`src/rtl/datapath_pkg.sv`:
```
`default_nettype none
// +----------------------------------------------------------------------+
// | Module      : datapath_pkg                                           |
// | Description : Shared datapath types for the fetch front end.         |
// | Revision    : 1.0 - initial release                                  |
// +----------------------------------------------------------------------+
package datapath_pkg;

  typedef logic [31:0] word_t;

  // Record presented to the scoreboard each cycle
  typedef struct packed {
    logic  valid;
    word_t pc;
    word_t instr;
  } fetch_t;

  // One buffered instruction
  typedef struct packed {
    word_t pc;
    word_t instr;
  } fq_entry_t;

  typedef enum logic [1:0] {
    FETCH = 2'd0,
    DRAIN = 2'd1,
    HALT  = 2'd2
  } fetch_state_t;

endpackage : datapath_pkg
`default_nettype wire

```
`src/rtl/isa_pkg.sv`:
```
`default_nettype none
// +----------------------------------------------------------------------+
// | Module      : isa_pkg                                                |
// | Description : Instruction-set constants shared by the front end.     |
// | Revision    : 1.0 - initial release                                  |
// +----------------------------------------------------------------------+
package isa_pkg;

  // Encoding that stops the fetch unit once it has been enqueued
  localparam logic [31:0] HALT_ENC = 32'hFFFF_FFFF;

endpackage : isa_pkg
`default_nettype wire

```
`src/rtl/fetch_fifo.sv`:
```
`default_nettype none
// +----------------------------------------------------------------------+
// | Module      : fetch_fifo                                             |
// | Description : Circular buffer of fetched instructions with push,     |
// |               pop, synchronous clear and a head-entry output.        |
// | Revision    : 1.0 - initial release                                  |
// +----------------------------------------------------------------------+
module fetch_fifo
  import datapath_pkg::*;
#(
  parameter int unsigned DEPTH = 4,
  localparam int unsigned PTR_W = $clog2(DEPTH),
  localparam int unsigned CNT_W = PTR_W + 1
) (
  input  logic             CLK,
  input  logic             nRST,
  input  logic             i_clear,
  input  logic             i_push,
  input  fq_entry_t        i_data,
  input  logic             i_pop,
  output fq_entry_t        o_head,
  output logic [CNT_W-1:0] o_count,
  output logic             o_full,
  output logic             o_empty
);

  localparam logic [CNT_W-1:0] C_DEPTH = CNT_W'(DEPTH);

  fq_entry_t        mem_q [DEPTH];
  fq_entry_t        mem_d [DEPTH];
  logic [PTR_W-1:0] head_q, head_d;
  logic [PTR_W-1:0] tail_q, tail_d;
  logic [CNT_W-1:0] count_q, count_d;
  logic             w_do_push;
  logic             w_do_pop;

  assign o_empty   = (count_q == '0);
  assign o_full    = (count_q == C_DEPTH);
  assign o_count   = count_q;
  assign o_head    = mem_q[head_q];
  // A full buffer still accepts a push when the head leaves in the same cycle
  assign w_do_pop  = i_pop && !o_empty;
  assign w_do_push = i_push && (!o_full || w_do_pop);

  // Next pointers, occupancy and storage; clear overrides any push or pop
  always_comb begin
    head_d  = head_q;
    tail_d  = tail_q;
    count_d = count_q;
    mem_d   = mem_q;
    if (i_clear) begin
      head_d  = '0;
      tail_d  = '0;
      count_d = '0;
    end else begin
      if (w_do_push) begin
        mem_d[tail_q] = i_data;
        tail_d        = tail_q + 1'b1;
      end
      if (w_do_pop) begin
        head_d = head_q + 1'b1;
      end
      count_d = count_q + CNT_W'(w_do_push) - CNT_W'(w_do_pop);
    end
  end

  // Buffer state registers
  always_ff @(posedge CLK or negedge nRST) begin
    if (!nRST) begin
      head_q  <= '0;
      tail_q  <= '0;
      count_q <= '0;
      mem_q   <= '{default: '0};
    end else begin
      head_q  <= head_d;
      tail_q  <= tail_d;
      count_q <= count_d;
      mem_q   <= mem_d;
    end
  end

endmodule : fetch_fifo
`default_nettype wire

```
`src/rtl/fetch_queue_unit.sv`:
```
`default_nettype none
// +----------------------------------------------------------------------+
// | Module      : fetch_queue_unit                                       |
// | Description : Front-end fetch stage. Owns the PC, issues one         |
// |               instruction-memory read at a time, buffers responses   |
// |               and presents them to the scoreboard. Static not-taken: |
// |               PC advances by 4; redirects on flush.                  |
// | Revision    : 1.0 - initial release                                  |
// +----------------------------------------------------------------------+
module fetch_queue_unit
  import datapath_pkg::*;
  import isa_pkg::*;
#(
  parameter int unsigned FQ_DEPTH   = 4,
  parameter word_t       RESET_PC   = 32'h0000_0000,
  parameter word_t       HALT_INSTR = HALT_ENC
) (
  input  logic   CLK,
  input  logic   nRST,
  output logic   imem_ren,
  output word_t  imem_addr,
  input  logic   imem_hit,
  input  word_t  imem_rdata,
  input  logic   freeze,
  input  logic   flush,
  input  word_t  redirect_pc,
  output fetch_t fetch,
  output logic   halted
);

  localparam int unsigned      CNT_W   = $clog2(FQ_DEPTH) + 1;
  localparam logic [CNT_W-1:0] C_DEPTH = CNT_W'(FQ_DEPTH);

  fetch_state_t     state_q, state_d;
  word_t            pc_q, pc_d;
  logic             ren_q, ren_d;
  word_t            addr_q, addr_d;
  logic             halted_q, halted_d;

  logic             w_push;
  logic             w_pop;
  logic             w_clear;
  logic             w_waiting;
  logic [CNT_W-1:0] w_count_nxt;
  fq_entry_t        w_head;
  logic [CNT_W-1:0] w_count;
  logic             w_full;
  logic             w_empty;

  fetch_fifo #(
    .DEPTH (FQ_DEPTH)
  ) u_fifo (
    .CLK     (CLK),
    .nRST    (nRST),
    .i_clear (w_clear),
    .i_push  (w_push),
    .i_data  ('{pc: pc_q, instr: imem_rdata}),
    .i_pop   (w_pop),
    .o_head  (w_head),
    .o_count (w_count),
    .o_full  (w_full),
    .o_empty (w_empty)
  );

  assign w_pop     = !w_empty && !freeze;
  // A request is in flight and its response has not arrived this cycle
  assign w_waiting = ren_q && !imem_hit;

  // Next-state for the fetch FSM, PC and the registered memory request
  always_comb begin
    state_d     = state_q;
    pc_d        = pc_q;
    ren_d       = ren_q;
    addr_d      = addr_q;
    halted_d    = halted_q;
    w_push      = 1'b0;
    w_clear     = 1'b0;
    w_count_nxt = w_count;
    if (flush) begin
      // Queue is dropped; an unanswered request must still be retired
      w_clear  = 1'b1;
      pc_d     = redirect_pc;
      halted_d = 1'b0;
      if (w_waiting) begin
        state_d = DRAIN;
      end else begin
        state_d = FETCH;
        ren_d   = 1'b0;
        addr_d  = redirect_pc;
      end
    end else begin
      case (state_q)
        FETCH: begin
          if (ren_q && imem_hit) begin
            w_push = !w_full || w_pop;
            pc_d   = pc_q + 32'd4;
            if (imem_rdata == HALT_INSTR) begin
              state_d  = HALT;
              halted_d = 1'b1;
              ren_d    = 1'b0;
              addr_d   = pc_q + 32'd4;
            end
          end
          w_count_nxt = w_count + CNT_W'(w_push) - CNT_W'(w_pop);
          // New request only if its response is guaranteed a free slot
          if (state_d == FETCH && !w_waiting) begin
            ren_d  = (w_count_nxt < C_DEPTH);
            addr_d = pc_d;
          end
        end
        DRAIN: begin
          // Stale response is discarded; fetch restarts at the redirected PC
          if (imem_hit) begin
            state_d = FETCH;
            ren_d   = 1'b0;
            addr_d  = pc_q;
          end
        end
        HALT: begin
          ren_d = 1'b0;
        end
        default: begin
          state_d = FETCH;
          ren_d   = 1'b0;
        end
      endcase
    end
  end

  // Fetch FSM, PC and registered request outputs
  always_ff @(posedge CLK or negedge nRST) begin
    if (!nRST) begin
      state_q  <= FETCH;
      pc_q     <= RESET_PC;
      ren_q    <= 1'b0;
      addr_q   <= RESET_PC;
      halted_q <= 1'b0;
    end else begin
      state_q  <= state_d;
      pc_q     <= pc_d;
      ren_q    <= ren_d;
      addr_q   <= addr_d;
      halted_q <= halted_d;
    end
  end

  // Head of queue straight to the scoreboard, zeroed when empty
  always_comb begin
    fetch = '0;
    if (!w_empty) begin
      fetch = '{valid: 1'b1, pc: w_head.pc, instr: w_head.instr};
    end
  end

  assign imem_ren  = ren_q;
  assign imem_addr = addr_q;
  assign halted    = halted_q;

endmodule : fetch_queue_unit
`default_nettype wire
```
`config.mk`:
```
export PLATFORM = sky130hd
export DESIGN_NAME = fetch_queue_unit
export DESIGN_NICKNAME = d
export VERILOG_FILES = /design/src/rtl/datapath_pkg.sv /design/src/rtl/isa_pkg.sv /design/src/rtl/fetch_fifo.sv /design/src/rtl/fetch_queue_unit.sv
export SDC_FILE = /design/constraint.sdc
export NUM_CORES = 1
export LEC_CHECK = 0
export CORE_MARGIN = 4
export CORE_UTILIZATION = 35
export DETAILED_ROUTE_END_ITERATION = 16
export SETUP_SLACK_MARGIN = 0.15
export SYNTH_ARGS = -nofsm -noshare
export SYNTH_HDL_FRONTEND = slang
export SYNTH_HIERARCHICAL = 1
export SYNTH_SLANG_ARGS = --single-unit
export TNS_END_PERCENT = 50
```
`constraint.sdc`:
```
create_clock -name CLK -period 6.61 [get_ports CLK]
set_clock_uncertainty 0.05 [all_clocks]
set_input_delay 1.322 -clock CLK [delete_from_list [all_inputs] [get_ports CLK]]
set_output_delay 1.322 -clock CLK [all_outputs]
set_load 0.01 [all_outputs]
```
* After elaboration in Yosys (flattened, before gate mapping)
Cells that the tools add are included.
** Word-level totals
- Input port bits :: 69
- Bits in registers :: 331
- Word-level logic and storage cells :: 114
** Operators by class
- Reduce and logical (&&, ||, !) cells :: 28
- Order comparisons :: 4
- Muxes and demuxes :: 47
- Equal/unequal tests :: 9
- Bitwise gates (word level) :: 3
- $add $sub $neg :: 7
** Operators with widths (count)
- 32-bit two-way mux :: 9
- 256-bit bitwise mux :: 1
- 64-bit two-way mux :: 3
- 64-bit binary-select mux with 2-bit select :: 1
- 64-bit demux with 2-bit select :: 1
- 65-bit two-way mux :: 1
- 32-bit one-hot mux with 2 select lines :: 1
- 32-bit by 3-bit adder with 32-bit output (second input constant) :: 1
- 32-bit equality test (second input constant) :: 1
- 2-bit two-way mux :: 10
- 1-bit two-way mux :: 17
- 2-bit nonzero test :: 5
- 4-bit inequality test (second input constant) :: 2
- 1-bit logical AND :: 7
- 3-bit by 1-bit adder with 3-bit output :: 2
- 3-bit >= comparator (second input constant) :: 2
- 2-bit NOT with 3-bit output :: 2
- 2-bit one-hot mux with 3 select lines :: 1
- 3-bit by 1-bit subtractor with 3-bit output :: 2
- 1-bit zero test :: 5
- 5-bit AND reduction :: 1
- 2-bit by 1-bit adder with 2-bit output (second input constant) :: 2
- 2-bit zero test :: 2
- 2-bit inequality test (second input constant) :: 2
- other kinds (15) :: 17

* Longest topological paths before layout
Gate-level depths: netlist of run 1.
- Word-level depth :: 13
- Mapped depth :: 14

* Cells and area by module
Netlist of run 1, hierarchy kept.
** By module, submodules not included
- fetch_fifo :: sequential area each 6581.3 µm², area an instance 12221.7 µm², times used 1, cells an instance 665
- fetch_queue_unit :: sequential area each 1701.6 µm², area an instance 4713.3 µm², times used 1, cells an instance 533

* Worst setup path after synthesis of run 1
OpenSTA, ideal clock, no wires.
- Path kind :: input to register
- Start :: in flush
- End :: reg u_fifo.count_q[2], in the netlist u_fifo/o_count[2]
- Path slack :: 3.162 ns
- Arrival :: 3.311 ns
- Required time :: 6.473 ns
- Buffers on the path :: 1
- Stages :: 13
- Cell sequence :: inv_1 clkbuf_1 nand2_1 nor2_1 nand2b_1 ha_1 inv_1 ha_1 inv_1 fa_1 xor2_1 and2_1 nor3_1
** On the way
- Longest elaborated chain between the ends :: 5
** Ends and longest elaborated chain
- start, declared :: line fetch_queue_unit.sv:25 : input logic flush,
- 1-bit two-way mux :: line fetch_queue_unit.sv:79 : if (flush) begin
- named net w_push :: line fetch_queue_unit.sv:40 : logic w_push;
- 1-bit logical AND :: line fetch_fifo.sv:43 : assign w_do_push = i_push && (!o_full || w_do_pop);
- 3-bit by 1-bit adder with 3-bit output :: line fetch_fifo.sv:63 : count_d = count_q + CNT_W'(w_do_push) - CNT_W'(w_do_pop);
- 3-bit by 1-bit subtractor with 3-bit output :: line fetch_fifo.sv:63
- 3-bit two-way mux :: line fetch_fifo.sv:51 : if (i_clear) begin
- named net u_fifo.count_d[2] :: line fetch_fifo.sv:33 : logic [CNT_W-1:0] count_q, count_d;
- end signal, assigned :: line fetch_fifo.sv:77 : count_q <= count_d;
- end, declared :: line fetch_fifo.sv:33
The timed path passes the listed nets, and every way through them passes these cells.
A chain may end at the register's enable or synchronous reset.

==> metrics.md, run 1 <==
| Metric | Value |
|---|---|
| Crit share post-route | `70.13%` |
| WL/cell | `between 20 and 25 µm` |
| Number of synthesized flops with an enable pin | `0` |
| Area Growth Syn to Fin | `20.15%` |
| Setup ws final | `between 1500 and 2000 ps` |
| Min cycle time layout | `roughly 4600 ps` |
| Largest area contributor in the netlist | `dfrtp_1` |
| Leak | `approximately 8.5 nW` |
| Yosys warns | `6` |
| Setup WS pre-CTS | `around 2100 ps` |
| Combinational power share | `approximately a third` |
| Chip Width | `about 230 µm` |
| P_int | `about 5.3 mW` |
| Peak Freq | `~220 MHz` |
| Diodes inserted | `0` |
| Vias | `~10000` |
| Worst path required time | `roughly 5200 ps` |
| Later-pin clock latency in the skew report | `around 540 ps` |
| Yosys cell types | `66` |
| Largest net degree at the start of global routing | `around 120` |
| Remaining Overflow, GRT | `0` |
| Switch share | `between 20% and 30%` |
| Mean area per synthesized cell | `~14 µm²` |
| DRC Markers | `0` |
| Power Density | `about 370 mW/mm²` |
| DRT Wirelength | `approximately 43000 µm` |
| Setup bufs post-CTS | `0` |
| Setup crit end kind | `output port` |
| Multi-input gate area | `0.008107 mm²` |
| Post_cts resized | `0` |
| Setup TNS | `0 ps` |
| Nets | `between 1000 and 1500` |
| Register area share after synthesis | `around half` |
| Mapped Area | `0.01693 mm²` |
| DR pass1 iterations | `4` |
| Crit-path max FO | `33` |
| Global-route wire length before repair | `between 60000 and 70000 µm` |
| Synth top area share | `48.91%` |
| Final setup violation count | `0` |
| IO Count | `between 150 and 200` |
| GR Util All Layers | `between 15 and 20%` |
| Maximum VDD drop | `0.1710 mV` |
| Slew headroom | `a little over a quarter` |
| Max-cap check violation count | `0` |
| Clock buffer depth | `3` |
| Register bit total from synthesis | `~330` |
| Clock share of power | `28.4%` |
| Critical path class | `reg -> out` |
| Slew of the pin with the lowest slew margin | `1095 ps` |
| Worst hold slack | `roughly 420 ps` |
| DR vias/cell | `~5.2` |
| Core Area | `between 0.04 and 0.05 mm²` |
| Fillers | `~4300` |
| Gpl congestion | `approximately 0.76` |
| Vias in the first global route | `11260` |
| CTS sink cnt | `331` |
| Total CTS buffers | `39` |
| Routed Antenna Nets | `0` |
| Reg area | `0.008290 mm²` |
| Outcome | `completed` |
| Sequential power share | `37.8%` |
| Antenna violations before repair | `0` |
| Total power | `between 7 and 8 mW` |
| RSZ-0062 raised after global routing | `false` |
| Ys async rst share | `100.0%` |
| Hpwl dp | `26750 µm` |
| Clock Root Buffer | `clkbuf_16` |
| Fin. max-slew vios | `0` |
| DRT iter0 DRCs | `approximately 620` |
| Initial core utilization | `between 30% and 40%` |
| Die Area | `0.05197 mm²` |
| Syn Inst Count | `between 1000 and 1500` |
| Crit path launch type | `register` |
| Syn Nets | `about 1300` |
| Top post-synthesis cells by area | `dfrtp_1, mux2_4, mux4_2` |
| Worst hold path type | `reg -> reg` |
| Dominant synthesized flop cell | `dfrtp_1` |
| Final hold vios | `0` |
| TritonCTS clock tree | `yes` |
| Clk slew on worst S/H paths | `about 60 ps` |
| Fraction of layout cells with a size suffix above 1 | `a little under a third` |
| Row Count | `80` |
| Switching power | `around 2.3 mW` |
| CTS H-tree lvls | `2` |
| Hold_buf cts | `0` |
| Die height | `approximately 230 µm` |
| Port bufs | `about 170` |
| Worst Path Arrival | `approximately 3300 ps` |
==> synth_stat cells, drive strengths merged (2+ instances only) <==
| master | number |
|---|---|
| nor2 | 55 |
| o31ai | 7 |
| nor4 | 23 |
| a21oi | 20 |
| a211oi | 5 |
| mux2 | 264 |
| o211ai | 4 |
| nand3 | 12 |
| and4 | 5 |
| and3 | 5 |
| xnor2 | 50 |
| nand2 | 49 |
| nor2b | 67 |
| nor3 | 19 |
| o31a | 3 |
| xor2 | 9 |
| nand4 | 19 |
| ha | 9 |
| dfrtp | 331 |
| buf | 59 |
| o221ai | 5 |
| o21a | 2 |
| nand2b | 7 |
| mux2i | 6 |
| o21bai | 2 |
| a21boi | 5 |
| o2111ai | 2 |
| nor4bb | 4 |
| or3 | 2 |
| inv | 12 |
| mux4 | 64 |
| and2 | 6 |
| o21ai | 16 |
| a221oi | 10 |
| a31oi | 3 |
| clkbuf | 28 |
==> layout make-up <==
cell class,instances,share of cell area (%)
Sequential cell,331,40.75
Clock buffer,67,6.309
Clock inverter,3,0.07379
Timing Repair Buffer,184,9.027
Tap cell,615,3.782
Multi-Input combinational cell,768,39.84
Inverter,12,0.2214
==> sequential cells by signal (all words and copies together) (netlist names) <==
signal and cells:
u_fifo/mem_q 256, imem_addr 32, pc_q 32, u_fifo/o_count 3
state_q 2, u_fifo/head_q 2, u_fifo/tail_q 2, halted 1
imem_ren 1
==> critical path, stage by stage (launching register included) <==
cell and delay (ps):
dfrtp_4 940, buf_4 530, mux4_2 590, nor2b_1 150, clkdlybuf4s50_1 500
==> worst paths after layout <==
| path | startpoint | end | slack (ps) | cells past startpoint |
|---|---|---|---|---|
| max reg2reg | u_fifo/o_count[1]$_DFF_PN0_ | u_fifo/o_count[2]$_DFF_PN0_ | 3280 | 12 |
| min reg2reg | imem_addr[0]$_DFFE_PN0P_ | imem_addr[0]$_DFFE_PN0P_ | 420 | 2 |
| min | imem_addr[0]$_DFFE_PN0P_ | imem_addr[0]$_DFFE_PN0P_ | 420 | 2 |
| max in group asynchronous | nRST | u_fifo/mem_q[125]$_DFFE_PN0P_ | 4590 | 2 |
| min in group asynchronous | nRST | u_fifo/mem_q[147]$_DFFE_PN0P_ | 800 | 1 |
| max | u_fifo/head_q[0]$_DFFE_PN0P_ | fetch[11] | 1970 | 4 |
==> metrics by stage <==
stage | utilization [%] | cells | area, µm²
6_report | 42.62 | 1980 | 20350
5_1_grt | 42.62 | 1980 | 20350
4_1_cts | 42.62 | 1980 | 20350
3_5_place_dp | 39.90 | 1910 | 19050
3_3_place_gp | 39.90 | 1910 | 19050
2_1_floorplan | - | 1198 | 16940
==> kinds of logic (layout without fill, tap and decap cells) <==
| kind of cell | Yosys count | count (layout) | synth area share, % |
|---|---|---|---|
| mux | 334 | 334 | 30.41 |
| flops | 331 | 331 | 48.91 |
| simple gates | 277 | 277 | 9.516 |
| buf+inv | 99 | 266 | 3.539 |
| compound gates | 88 | 88 | 3.790 |
| xor+xnor | 59 | 59 | 3.051 |
| fa+ha+maj | 10 | 10 | 0.7832 |
==> per-layer routing <==
metal	wire length (µm)	part of all wire, %	global-route usage, %
met1	20200	47	22.95
met2	19760	46	26.21
met3	2032	4.7	3.668
met4	828	1.9	3.789
met5	0	0	0
==> power by group through the flow <==
stage	clock network, mW	logic [mW]	registers [mW]
4_1_cts	2.22	2.62	2.87
3_3_place_gp	0	2.57	2.88
3_5_place_dp	0	2.61	2.89
2_1_floorplan	0	1.61	2.78
6_report	2.16	2.57	2.87
5_1_grt	2.31	2.76	2.94
==> cells in the final DEF, fill, tap and decap left out, types with 7 or more instances in the layout <==
cell type	instances
dfrtp_1	329
mux2_4	180
clkdlybuf4s50_1	165
mux2_2	79
nor2b_1	67
mux4_2	64
nor2_1	55
xnor2_1	50
nand2_1	46
clkbuf_16	41
a21oi_1	20
nor4_1	17
nand4_1	16
clkbuf_8	16
nor3_1	14
buf_4	14
nand3_1	12
inv_1	11
o21ai_0	10
clkbuf_1	10
xor2_1	9
ha_1	9
nand2b_1	7
o31ai_1	7
(Power assumes the default switching activity.)
==> run 2: changes to the inputs <==
clock period = 3.9 ns   (was 6.61 ns; I/O delays follow)
==> run 2 against run 1 <==
Effect of this change:
- count of clock-buffer cells in the layout shrank 12
- non-clock buffer count grew 23
- largest power group unchanged
- critical path depth is the same
- die area is the same
- register-to-register slack lost 2300 ps
- sequential share of layout area shrank 0.50 points
- via count is essentially flat
- highest routed layer unchanged
- combinational power grew 73%
- first-iteration DRC count grew 5.2%
- clock power grew 64%
- global-route usage shrank 0.078 points
- setup slack lost 1600 ps
==> metrics.md, run 2 (same netlist as run 1, synthesis figures left out) <==
| Metric | Value |
|---|---|
| Port bufs | `167 (unchanged)` |
| Clock share of power | `27.6% (was 28.4%)` |
| DRC Markers | `0 (unchanged)` |
| Top Layer Used | `met4 (unchanged)` |
| Peak Freq | `around 290 MHz` |
| Worst path depth | `4 (unchanged)` |
| Worst Path Arrival | `2650 ps (was 3260 ps)` |
| Hpwl dp | `28190 µm (was 26750 µm)` |
| IO Count | `168 (unchanged)` |
| Setup ws final | `416.5 ps (was 1975 ps)` |
| Maximum VDD drop | `0.4058 mV (was 0.1710 mV)` |
| Clock Root Buffer | `clkbuf_16 (unchanged)` |
| Hold_buf cts | `0 (unchanged)` |
| FF-to-FF Start | `u_fifo/o_count[1]$_DFF_PN0_ (unchanged)` |
| Power Density | `622.7 mW/mm² (was 373.4 mW/mm²)` |
| Worst hold path type | `in -> async (was reg -> reg)` |
| GR Util All Layers | `16.31% (was 16.39%)` |
| CTS H-tree lvls | `2 (unchanged)` |
| Largest net degree at the start of global routing | `112 (was 119)` |
| DR vias/cell | `5.156 (was 5.196)` |
| Critical path cell sequence | `nor3_2, buf_4, nor2b_1, clkdlybuf4s50_1 (was buf_4, mux4_2, nor2b_1, clkdlybuf4s50_1)` |
| Setup crit end kind | `output port (unchanged)` |
| Worst hold slack | `249.9 ps (was 418.5 ps)` |
| Commonest non-fill, non-tap cells in the layout | `dfrtp_1, mux2_4, clkdlybuf4s50_1 (unchanged)` |
| Switch share | `29.91% (was 29.88%)` |
| DRT iter0 DRCs | `649 (was 617)` |
| Gpl congestion | `0.7525 (was 0.7584)` |
| Fin. max-slew vios | `0 (unchanged)` |
| Largest register by flop count | `u_fifo/mem_q (unchanged)` |
| Crit path launch type | `register (unchanged)` |
| Global-route wire length before repair | `67700 µm (was 68190 µm)` |
| Clk slew on worst S/H paths | `60 ps (about the same)` |
| Routed Antenna Nets | `0 (unchanged)` |
| Die Area | `0.05197 mm² (unchanged)` |
| Slew headroom | `41.01% (was 26.32%)` |
| Final hold vios | `0 (unchanged)` |
| CTS sink cnt | `331 (unchanged)` |
| Switching power | `3.837 mW (was 2.270 mW)` |
| Sequential power share | `37.8% (about the same)` |
| Fraction of layout cells with a size suffix above 1 | `33.00% (was 31.94%)` |
| Combinational power share | `34.6% (was 33.8%)` |
| Nets | `1438 (was 1415)` |
| Setup WS pre-CTS | `489.2 ps (was 2130 ps)` |
| Slew of the pin with the lowest slew margin | `884.9 ps (was 1095 ps)` |
| M1 WL | `20550 µm (was 20200 µm)` |
| DR WL met2 | `19520 µm (was 19760 µm)` |
| Diodes inserted | `0 (unchanged)` |
| Outcome | `completed (unchanged)` |
| Min cycle time layout | `3483 ps` |
| Core Area | `0.04775 mm² (unchanged)` |
| Most common cell after layout, fill and taps aside | `dfrtp_1 (unchanged)` |
| DR pass1 iterations | `4 (unchanged)` |
| CP Buf/Inv Count | `2 (unchanged)` |
| RSZ-0062 raised after global routing | `false (unchanged)` |
| WL/cell | `21.47 µm (was 21.62 µm)` |
| Max reg flops | `256 (unchanged)` |
| Vias in the first global route | `11070 (was 11260)` |
| Final setup violation count | `0 (unchanged)` |
| Initial core utilization | `35.47% (unchanged)` |
| Total CTS buffers | `39 (unchanged)` |
| DRT Wirelength | `42870 µm (was 42810 µm)` |
| Critical path's top delay family | `buffers and inverters (unchanged)` |
| CP max stage delay | `540 ps (was 940 ps)` |
| Core Util, Final | `43.14% (was 42.62%)` |
| TritonCTS clock tree | `yes (unchanged)` |
| Vias | `10300 (was 10290)` |
| Leak | `8.646 nW (was 8.527 nW)` |
| Slowest CP cell | `buf_4 (was dfrtp_4)` |
| Clock buffer depth | `3 (unchanged)` |
| Remaining Overflow, GRT | `0 (unchanged)` |
| Worst path required time | `3070 ps (was 5240 ps)` |
| Area Growth Syn to Fin | `21.63% (was 20.15%)` |
| Met3 WL | `2059 µm (was 2032 µm)` |
| Critical path class | `reg -> out (unchanged)` |
| Row Count | `80 (unchanged)` |
| Worst Setup SP | `u_fifo/o_count[1]$_DFF_PN0_ (was u_fifo/head_q[0]$_DFFE_PN0P_)` |
| Crit-path max FO | `42 (was 33)` |
| R2R depth | `8 (was 12)` |
| Chip Width | `228.0 µm (unchanged)` |
| P_int | `8.991 mW (was 5.328 mW)` |
| Crit share post-route | `89.32%` |
| Die height | `228.0 µm (unchanged)` |
| Antenna violations before repair | `0 (unchanged)` |
| Later-pin clock latency in the skew report | `550 ps (was 540 ps)` |
| Setup TNS | `0 ps (unchanged)` |
| Max-cap check violation count | `0 (unchanged)` |
[run 2: cell types whose count changed in the layout (fill, tap and decap cells not counted), moves of 2 or more]
cell / delta
buf_12: +12
bufinv_16: +2
clkbuf_16: -2
clkbuf_8: -7
clkinv_2: +2
buf_4: +11
clkbuf_1: -3
[run 2: timing repair]
| item | CTS | global route |
|---|---|---|
| resized for setup | 0 | 0 |
| endpoints found under the setup margin | 0 | 10 |
| buffers inserted | 0 | 1 |
[run 2: final timing paths]
check,endpoint,slack (ps)
max in group asynchronous,u_fifo/mem_q[161]$_DFFE_PN0P_,2610
setup / recovery,fetch[44],420
hold / removal,u_fifo/mem_q[16]$_DFFE_PN0P_,250
hold reg to reg,u_fifo/mem_q[73]$_DFFE_PN0P_,440
min in group CLK,u_fifo/mem_q[73]$_DFFE_PN0P_,440
setup reg to reg,u_fifo/mem_q[249]$_DFFE_PN0P_,1000
[run 2: metrics by stage]
stage               power (mW)  instance area (µm²)  std cells
finish                   12.83                20600       1997
global route             13.50                20600       1997
CTS                      12.99                20590       1996
detailed placement       9.369                19360       1932
global placement         9.302                19360       1932
floorplan                7.436                16940       1198
[run 2: layer usage]
metal  GRT usage (%)  up-vias
met4           3.253        0
li1                -     4650
met1           23.63     5356
met3           3.530       55
met5               0        -
met2           25.52      236
[run 2: layout make-up]
class	instances	area [µm²]
clock buffer	55	1126
clock inverter	9	101.3
fill	4336	27150
inverter	12	45.04
multi-input combinational	768	8107
sequential	331	8290
tap	615	769.5
timing repair buffer	207	2160
[run 2: worst register-to-register path: stages (launching register included)]
cell and delay [ps]:
dfrtp_1 570, nor3_2 120, o21ai_0 250, nand3_1 150, nor2_1 180, buf_4 150
nor4bb_4 590, buf_4 390, mux2_4 330
[run 2: power by group through the flow]
stage | clock [mW] | combinational (mW) | sequential (mW)
floorplan | 0 | 2.72 | 4.71
global placement | 0 | 4.42 | 4.88
detailed placement | 0 | 4.48 | 4.89
CTS | 3.64 | 4.49 | 4.86
global route | 3.79 | 4.76 | 4.96
finish | 3.54 | 4.44 | 4.85
==> run 3: changes to the inputs <==
CORE_MARGIN = 2   (was 4)
==> run 3 against run 2 <==
Effect of this change:
- cell count is essentially flat
- largest power group unchanged
- clock power up 4%
- critical path type unchanged
- setup slack lost 130 ps
==> metrics.md, run 3 (same netlist as run 1, synthesis figures left out) <==
| Metric | Value |
|---|---|
| Global-route wire length before repair | `67920 µm (was 67700 µm)` |
| DR pass1 iterations | `4 (unchanged)` |
| Antenna violations before repair | `1 (was 0)` |
| Clock buffer depth | `3 (unchanged)` |
| Vias | `10320 (was 10300)` |
| CTS H-tree lvls | `2 (unchanged)` |
| DRT Wirelength | `42700 µm (was 42870 µm)` |
| Nets | `1430 (was 1438)` |
| Switching power | `3.860 mW (was 3.837 mW)` |
| Max-cap check violation count | `0 (unchanged)` |
| Crit-path max FO | `25 (was 42)` |
| Largest net degree at the start of global routing | `96 (was 112)` |
| Die Area | `0.05016 mm² (was 0.05197 mm²)` |
| Hold_buf cts | `0 (unchanged)` |
| Peak Freq | `276.8 MHz (was 287.1 MHz)` |
| Setup bufs post-CTS | `0 (unchanged)` |
| Critical path class | `reg -> out (unchanged)` |
| FF-to-FF Start | `u_fifo/o_count[1]$_DFF_PN0_ (unchanged)` |
| TritonCTS clock tree | `yes (unchanged)` |
| DRC Markers | `0 (unchanged)` |
| RSZ-0062 raised after global routing | `false (unchanged)` |
| Clock share of power | `28.4% (was 27.6%)` |
| Switch share | `29.86% (was 29.91%)` |
| Post_cts resized | `0 (unchanged)` |
| Vias in the first global route | `11260 (was 11070)` |
| Gpl congestion | `0.7535 (was 0.7525)` |
| Worst hold path type | `in -> async (unchanged)` |
| Slew headroom | `55.65% (was 41.01%)` |
| Clock Root Buffer | `clkbuf_16 (unchanged)` |
| Fin. max-slew vios | `0 (unchanged)` |
| DR vias/cell | `5.172 (was 5.156)` |
| Die height | `224.0 µm (was 228.0 µm)` |
| Final setup violation count | `0 (unchanged)` |
| Worst path required time | `3070 ps (about the same)` |
| Maximum VDD drop | `0.3989 mV (was 0.4058 mV)` |
| Final hold vios | `0 (unchanged)` |
| Largest register by flop count | `u_fifo/mem_q (unchanged)` |
| Critical path's top delay family | `buffers and inverters (unchanged)` |
| Total CTS buffers | `39 (unchanged)` |
| Fraction of layout cells with a size suffix above 1 | `32.59% (was 33.00%)` |
| Worst Setup SP | `u_fifo/head_q[0]$_DFFE_PN0P_ (was u_fifo/o_count[1]$_DFF_PN0_)` |
| GR Util All Layers | `17.36% (was 16.31%)` |
| Fillers | `4321 (was 4336)` |
| Setup ws final | `287.1 ps (was 416.5 ps)` |
| Slew of the pin with the lowest slew margin | `665.2 ps (was 884.9 ps)` |
| Slowest CP cell | `clkdlybuf4s50_1 (was buf_4)` |
| Row Count | `80 (unchanged)` |
| Worst Path Arrival | `2780 ps (was 2650 ps)` |
| Crit path launch type | `register (unchanged)` |
| DRT iter0 DRCs | `544 (was 649)` |
| IO Count | `168 (unchanged)` |
| P_int | `9.064 mW (was 8.991 mW)` |
| CP Buf/Inv Count | `2 (unchanged)` |
| CP Capture Point | `fetch[42] (was fetch[44])` |
| M1 WL | `19890 µm (was 20550 µm)` |
| Initial core utilization | `35.47% (unchanged)` |
| Port bufs | `167 (unchanged)` |
| Power Density | `628.2 mW/mm² (was 622.7 mW/mm²)` |
| Min cycle time layout | `3613 ps (was 3483 ps)` |
| Top Layer Used | `met5 (was met4)` |
| Setup crit end kind | `output port (unchanged)` |
| Area Growth Syn to Fin | `21.49% (was 21.63%)` |
| CTS sink cnt | `331 (unchanged)` |
| Core Area | `0.04775 mm² (unchanged)` |
| Critical path cell sequence | `buf_12, mux4_2, nor2b_1, clkdlybuf4s50_1 (was nor3_2, buf_4, nor2b_1, clkdlybuf4s50_1)` |
| WL/cell | `21.39 µm (was 21.47 µm)` |
| Sequential power share | `37.5% (was 37.8%)` |
| Clk slew on worst S/H paths | `60 ps (about the same)` |
| Hpwl dp | `27050 µm (was 28190 µm)` |
| Reg2reg end | `u_fifo/o_count[2]$_DFF_PN0_ (was u_fifo/mem_q[249]$_DFFE_PN0P_)` |
| Remaining Overflow, GRT | `0 (unchanged)` |
| CP max stage delay | `630 ps (was 540 ps)` |
| Crit share post-route | `92.64% (was 89.32%)` |
| Max reg flops | `256 (unchanged)` |
| Diodes inserted | `0 (unchanged)` |
| DR WL met2 | `19620 µm (was 19520 µm)` |
| Setup WS pre-CTS | `377.7 ps (was 489.2 ps)` |
| Multi-input gate area | `0.008107 mm² (unchanged)` |
| Routed Antenna Nets | `0 (unchanged)` |
| Commonest non-fill, non-tap cells in the layout | `dfrtp_1, mux2_4, clkdlybuf4s50_1 (unchanged)` |
| Reg2reg setup slack | `910 ps (was 1000 ps)` |
| Combinational power share | `34.1% (was 34.6%)` |
| Met3 WL | `2435 µm (was 2059 µm)` |
| Later-pin clock latency in the skew report | `550 ps (about the same)` |
| Outcome | `completed (unchanged)` |
| Most common cell after layout, fill and taps aside | `dfrtp_1 (unchanged)` |
| Leak | `8.628 nW (was 8.646 nW)` |
| Chip Width | `224.0 µm (was 228.0 µm)` |
| R2R depth | `13 (was 8)` |
| Setup TNS | `0 ps (unchanged)` |
| Reg area | `0.008290 mm² (unchanged)` |
| Worst path depth | `4 (unchanged)` |
run 3: changes by cell type in the layout (fill, tap and decap cells not counted), sizes merged:
cell / before / now
clkinvlp: 1 / 0
clkinv: 6 / 8
buf: 42 / 34
clkbuf: 55 / 61
run 3: power by group through the flow:
| stage | sequential (mW) | clock [mW] | combinational (mW) |
|---|---|---|---|
| 2_1_floorplan | 4.71 | 0 | 2.72 |
| 3_3_place_gp | 4.86 | 0 | 4.42 |
| 3_5_place_dp | 4.87 | 0 | 4.47 |
| 4_1_cts | 4.85 | 3.77 | 4.49 |
| 5_1_grt | 4.96 | 3.92 | 4.73 |
| 6_report | 4.85 | 3.67 | 4.41 |
run 3: routing by layer:
layer / track usage, % / vias up
met1: 24.37 / 5396
met3: 3.909 / 55
met4: 4.409 / 2
met2: 27.22 / 226
li1: - / 4645
met5: 0 / -
run 3: layout make-up:
| type | instances | area share, % |
|---|---|---|
| flip-flops and latches | 331 | 40.29 |
| multi-input cells | 768 | 39.40 |
| repair buffers | 199 | 10.08 |
| clock buffers | 61 | 5.686 |
| well taps | 615 | 3.740 |
| clock inverters | 10 | 0.5777 |
| inverters | 12 | 0.2189 |
run 3: how the worst min path moves through the flow:
stage	start	end	slack (ps)	cells after the start
2_1_floorplan	u_fifo/mem_q[103]$_DFFE_PN0P_	u_fifo/mem_q[103]$_DFFE_PN0P_	400	1
3_3_place_gp	imem_addr[5]$_DFFE_PN0P_	imem_addr[5]$_DFFE_PN0P_	410	2
3_5_place_dp	u_fifo/mem_q[75]$_DFFE_PN0P_	u_fifo/mem_q[75]$_DFFE_PN0P_	420	1
4_1_cts	nRST	u_fifo/mem_q[208]$_DFFE_PN0P_	160	1
5_1_grt	nRST	u_fifo/mem_q[208]$_DFFE_PN0P_	190	1
6_report	nRST	u_fifo/mem_q[208]$_DFFE_PN0P_	150	1
run 3: metrics by stage:
stage / total power, mW / hold WS (ps) / instances / area [µm²] / utilization (%)
6_report: 12.92 / 147.7 / 1996 / 20570 / 43.09
5_1_grt: 13.61 / 188.4 / 1996 / 20570 / 43.09
4_1_cts: 13.11 / 157.1 / 1996 / 20570 / 43.09
3_5_place_dp: 9.342 / 421.0 / 1925 / 19290 / 40.39
3_3_place_gp: 9.281 / 411.2 / 1925 / 19290 / 40.39
2_1_floorplan: 7.436 / 402.4 / 1198 / 16940 / -
